File: config.mk
export PLATFORM = sky130hd
export DESIGN_NAME = instruction_fetch_unit
export DESIGN_NICKNAME = d
export VERILOG_FILES = /design/src/rtl/instruction_fetch_unit.sv
export SDC_FILE = /design/constraint.sdc
export NUM_CORES = 1
export LEC_CHECK = 0
export BUFFER_PORTS_ARGS = -buffer_cell sky130_fd_sc_hd__buf_2
export CAP_MARGIN = 5
export CORE_MARGIN = 5
export CORE_UTILIZATION = 30
export CTS_CLUSTER_SIZE = 40
export DETAILED_ROUTE_END_ITERATION = 7
export PLACE_DENSITY = 0.56
export SETUP_SLACK_MARGIN = 0.1
export SYNTH_ARGS = -nofsm -noshare
export SYNTH_HDL_FRONTEND = slang
export SYNTH_SLANG_ARGS = --single-unit
export TNS_END_PERCENT = 30
File: constraint.sdc
create_clock -name Clk -period 2.2 [get_ports Clk]
set_input_delay 0.22 -clock Clk [delete_from_list [all_inputs] [get_ports Clk]]
set_output_delay 0.22 -clock Clk [all_outputs]
set_load 0.02 [all_outputs]
File: src/rtl/instruction_fetch_unit.sv
// Instruction fetch stage: owns the program counter, presents it to instruction memory
// and loads the returned word plus PC+4 into the IF/ID pipeline register.
module instruction_fetch_unit #(
  parameter logic [31:0] RESET_PC  = 32'h0000_0000,
  parameter int          MEM_WORDS = 128,
  parameter int          CNT_W     = 16
) (
  input  logic             Clk,
  input  logic             Reset,
  input  logic             Stall,
  input  logic             BranchTaken,
  input  logic [31:0]      BranchTarget,
  output logic [31:0]      InstrAddress,
  input  logic [31:0]      InstrIn,
  output logic [31:0]      IFID_Instruction,
  output logic [31:0]      IFID_PCPlus4,
  output logic             IFID_Valid,
  output logic             FetchFault,
  output logic [CNT_W-1:0] FetchCount
);

  // Byte limit is kept 33 bits wide so a 2^30-word memory still compares correctly.
  localparam logic [32:0] PC_LIMIT = 33'(MEM_WORDS) * 33'd4;

  logic [31:0] pc;
  logic [31:0] pc_plus4;
  logic        out_of_range;

  assign InstrAddress = pc;
  assign pc_plus4     = pc + 32'd4;
  assign out_of_range = {1'b0, pc} >= PC_LIMIT;

  // Priority: reset, sticky fault, redirect, range fault, stall, then a normal fetch.
  always_ff @(posedge Clk) begin
    if (!Reset) begin
      pc               <= RESET_PC;
      IFID_Instruction <= 32'd0;
      IFID_PCPlus4     <= 32'd0;
      IFID_Valid       <= 1'b0;
      FetchFault       <= 1'b0;
      FetchCount       <= '0;
    end else if (FetchFault) begin
      IFID_Valid       <= 1'b0;
      IFID_Instruction <= 32'd0;
    end else if (BranchTaken) begin
      pc               <= {BranchTarget[31:2], 2'b00};
      IFID_Instruction <= 32'd0;
      IFID_PCPlus4     <= 32'd0;
      IFID_Valid       <= 1'b0;
    end else if (out_of_range) begin
      // Checked even while stalled so a bad target cannot hide behind a hazard.
      FetchFault       <= 1'b1;
      IFID_Valid       <= 1'b0;
      IFID_Instruction <= 32'd0;
    end else if (!Stall) begin
      pc               <= pc_plus4;
      IFID_Instruction <= InstrIn;
      IFID_PCPlus4     <= pc_plus4;
      IFID_Valid       <= 1'b1;
      if (FetchCount != {CNT_W{1'b1}}) begin
        FetchCount <= FetchCount + CNT_W'(1);
      end
    end
  end

endmodule

# Word level (Yosys, flattened, before mapping)
# Index checks and enable logic that the tools add are counted.
[classes]
n_reduce_logical = 3
addsub = 2
eq_ne = 3
n_mux = 7
bitwise_logic = 5
order_cmp = 1
[ops]
columns = ["operator", "count"]
rows = [
  ["$mux W32", 4],
  ["$add A32 B3 Y32 const B", 1],
  ["$ge A32 B10 Y1 const B", 1],
  ["$add A16 B1 Y16 const B", 1],
  ["$ne A16 B16 Y1 const B", 1],
  ["$not A1 Y1", 5],
  ["$reduce_and A5 Y1", 1],
  ["$reduce_or A4 Y1", 1],
  ["$mux W1", 3],
  ["$reduce_and A3 Y1", 1],
  ["$ne A2 B1 Y1 const B", 1],
  ["$ne A2 B2 Y1 const B", 1],
]
[totals]
elab_cells = 27
output_inout_bits = 114
regBits = 114
input_bits = 68

# Depth between registers and ports, before layout
[depth]
ltp_word = 4
ltp_mapped = 8
ltp_nobuf = 6

# Worst setup path before layout
# No wires, ideal clock.
[synth_timing]
path_type = "flip-flop to flip-flop"
from = "reg pc[25], in the netlist InstrAddress[25]"
to = "reg FetchCount[11]"
path_stages_with_launch = 7
path_slack_ns = 0.026
n_path_buf = 1
required_ns = 2.130
t_arrival_ns = 2.103
synth_period_minus_slack_ns = 2.174
setup_time_ns = 0.070
path_cell_list = "dfxtp_1 > nor4_1 > nand4_1 > or4_4 > buf_6 > or4_1 > a21oi_1"
[synth_via]
elab_chain_cells = 3
[synth_lines]
columns = ["element", "line", "source"]
rows = [
  ["from (decl)", "25", "logic [31:0] pc;"],
  ["from (signal assigned)", "46", "pc <= {BranchTarget[31:2], 2'b00};"],
  ["from (signal assigned)", "56", "pc <= pc_plus4;"],
  ["$ge A32 B10 Y1", "31", "assign out_of_range = {1'b0, pc} >= PC_LIMIT;"],
  ["$not A1 Y1 (no line)", "-", ""],
  ["$reduce_and A5 Y1 (no line)", "-", ""],
  ["to (signal assigned)", "61", "FetchCount <= FetchCount + CNT_W'(1);"],
  ["to (decl)", "19", "output logic [CNT_W-1:0] FetchCount"],
]
# No other way between the ends.
# A chain may end at the register's enable or synchronous reset.

# Worst setup path in the final report
[layout_timing]
from = "reg pc[26], in the netlist InstrAddress[26]"
to = "reg FetchCount[15]"
# The elaborated chain is that of the path after synthesis.

==> impl_metrics.py <==
metrics = {
    "run_status": {
        "status": "complete, but fails checks",
        "violations": "negative setup slack",
    },
    "route": {
        "drt-initial-drc-count": 212,
        "drcViolationCount": 0,
        "wl_per_cell_um": 15.0,
        "ant_nets": 0,
        "via_per_inst": 4.80,
        "dr.pass1.iters": 4,
        "finalWirelength_um": 13000,
        "vias": 4131,
    },
    "sta": {
        "hold_viol": 0,
        "whs_ns": 0.0963,
        "slew_headroom_pct": 65.3,
        "clock.fmax_ghz": 0.444,
        "finalSetupViolations": 31,
        "setup_ws_ns": -0.0540,
        "finClkSkew_ns": 0.00749,
        "worst_pin_slew_ns": 0.520,
        "slew_violations": 0,
        "rsz0062_at_grt": "true",
        "fin_crit_sh_pct": 102,
        "finalWorstPathRequiredPeriod_ns": 2.25,
    },
    "placed_design": {
        "dp_hpwl_um": 8940,
        "placed_area_um2": 5530,
        "io_buffers": 177,
        "routabilityCongestion": 0.748,
        "dp_slack_ns": -0.140,
    },
    "global_route": {
        "grt_use_total_pct": 14.8,
        "grt_max_degree": 52,
        "overflow": 0,
        "grt_pass1_wl_um": 20200,
        "grt_pass1_vias": 4003,
        "grt_antenna_before_repair": 0,
    },
    "power_and_ir_drop": {
        "power_frac_comb_pct": 16.9,
        "switching_share_pct": 26.3,
        "p_int_mw": 3.38,
        "irDropWorstVdd_mv": 0.365,
        "p_seq_share_pct": 46.3,
        "clkPwrFrac_pct": 36.9,
        "power_mw": 4.58,
        "p_sw_mw": 1.21,
        "p_leak_nw": 2.88,
        "cellPowerDensity_nw_per_um2": 746,
    },
    "critical_path": {
        "cp_slowest_cell": "or4_4",
        "cp.buffers_inverters": 1,
        "critPathTopFamily": "simple AND/OR/NAND/NOR gates",
        "worstSetupPathDepth": 6,
        "rr_worst_depth": 6,
        "cp_slowest_stage_delay_ns": 0.60,
        "path_max_fanout": 7,
        "start_kind": "register",
        "required_ns": 2.49,
        "crit_chain": "nor4_4 -> nand4_1 -> buf_6 -> or4_4 -> or4_4 -> a21oi_1",
        "cpMostUsedCell": "or4_4",
        "critPathKind": "register to register",
        "end_kind": "register",
        "regToRegSetupSlack_ns": -0.05,
        "critPathArrivalTime_ns": 2.55,
    },
    "logic_synthesis": {
        "yosys.area_share.adder_pct": 0.862,
        "synth.top_cell.area_share_pct": 51.0,
        "synth_flop_cell": "dfxtp_1",
        "async_reset_ff_share_pct": 0,
        "synth.yosys.seq_area_share_pct": 51.0,
        "synth-compound-area-share_pct": 12.4,
        "yosys-mux-area-fraction_pct": 7.59,
        "synthTopCellsByCount": "111 x dfxtp_1, 52 x a21oi_1, 48 x nand2_1",
        "synth-edff-count": 0,
        "post-synth-top-count-cell": "dfxtp_1",
        "netlist_instances": 486,
        "syn-cell-area_um2": 4350,
        "synth-seq-cells": 111,
        "synth-simple-area-share_pct": 21.8,
        "yosys.area.top_type": "dfxtp_1",
        "yosysUniqueCellTypes": 41,
        "ys_top_cells_by_area": "dfxtp_1 51%, mux2i_1 7.6%, a21oi_1 6.0%, nand2_1 4.1%, and3_1 3.9%",
        "yosys_warnings": 0,
        "avgSynthCellArea_um2": 8.96,
        "synth_xor_area_share_pct": 1.21,
        "synth_top_family_by_area": "simple AND/OR/NAND/NOR gates",
    },
    "clocking": {
        "cts-buffers-inserted": 9,
        "htree_levels": 3,
        "cts_buffer_depth": 2,
        "clock-sinks": 111,
        "clk_pin_slew_ns": 0.07,
        "cts-root-buf": "clkbuf_16",
        "insertion_delay_ns": 0.35,
        "cts_tree": "yes",
    },
    "final_layout": {
        "drive_gt1_share_pct": 40.2,
        "final_nets": 743,
        "num_antenna_cells": 0,
        "area_growth_pct": 41.2,
        "multi_input_area_um2": 2110,
        "num-fill-cells": 1432,
        "stdcell_area_um2": 6150,
        "ff_latch_area_um2": 2230,
    },
    "floorplanning": {
        "initial_core_util_pct": 30.3,
        "ios": 182,
        "core_um2": 14400,
        "fp.dieH_um": 130,
        "die_w_um": 130,
        "dieArea_um2": 17000,
        "std_cell_rows": 44,
    },
    "worst_hold_path": {
        "hold_path.class": "input pin to register",
        "hold_depth": 3,
    },
    "run": {
        "max_cap_violations": 0,
    },
}
-- metal layers --
metal	wire, µm	global-route usage [%]	vias to the layer above
li1	-	-	2083
met1	5620	19.0	1935
met2	6410	24.4	95
met3	638	2.68	18
met4	291	6.53	0
met5	0	0	-
-- cell usage in the layout (no fill, tap or decap), drive strengths merged, types with 6 or more instances in the layout --
cell type  instances
nor4               6
a21oi             52
inv                9
buf              215
or4               16
and3              27
mux2i             33
nand2             48
dfxtp            111
nor2              45
clkbuf            13
or3                8
o31ai             15
o21ai              8
nand3             29
-- timing repair --
action | in CTS | in global routing
hold buffers | 0 | 0
gates cloned | 2 | 0
setup buffers | 7 | 2
setup endpoints to repair | 108 | 107
pin swaps | 30 | 19
gates resized for setup | 14 | 35
-- power by group through the flow --
stage | clock [mW] | combinational, mW | sequential, mW
floorplan | 0 | 0.306 | 2.23
CTS | 1.75 | 0.723 | 2.12
global placement | 0 | 0.632 | 2.16
global route | 1.83 | 0.840 | 2.13
finish | 1.69 | 0.773 | 2.12
detailed placement | 0 | 0.643 | 2.16
-- final cells by class --
class                      instances  area share (%)
sequential                       111            36.3
multi-input combinational        326            34.4
timing repair buffer             215            20.0
clock buffer                      13            4.40
tap                              184            3.75
clock inverter                     3           0.651
inverter                           9           0.550
-- state kept, by name, indices dropped and copies added (netlist names) --
name and flops:
IFID_Instruction 32, IFID_PCPlus4 31, InstrAddress 30, FetchCount 16, FetchFault 1, IFID_Valid 1
-- path summary, 6_finish.rpt --
check | from | to
worst min-delay path | InstrIn[8] | IFID_Instruction[8]
worst min register to register | IFID_Valid | IFID_Valid
worst max register to register | InstrAddress[26] | FetchCount[15]
worst max-delay path | InstrAddress[26] | FetchCount[15]
-- cells by family after synthesis --
kind of cell,after synthesis
compound gates,90
xor+xnor,6
fa+ha+maj,3
buf+inv,52
flops,111
mux,33
other cells,1
simple gates,190
-- worst reg2reg max path, cell delays in order (launching register included) --
cell     delay, ns
dfxtp_2       0.34
nor4_4        0.28
nand4_1       0.15
buf_6         0.17
or4_4         0.60
or4_4         0.54
a21oi_1       0.12
-- stage by stage --
step           TNS, ns  util (%)  instances
3_5_place_dp     -5.11      38.5        834
4_1_cts         -0.111      41.6        859
3_3_place_gp     -2.48      38.5        834
5_1_grt          -3.89      42.8        861
2_1_floorplan        0         -        487
6_report        -0.332      42.8        861
(Power assumes the default switching activity.)
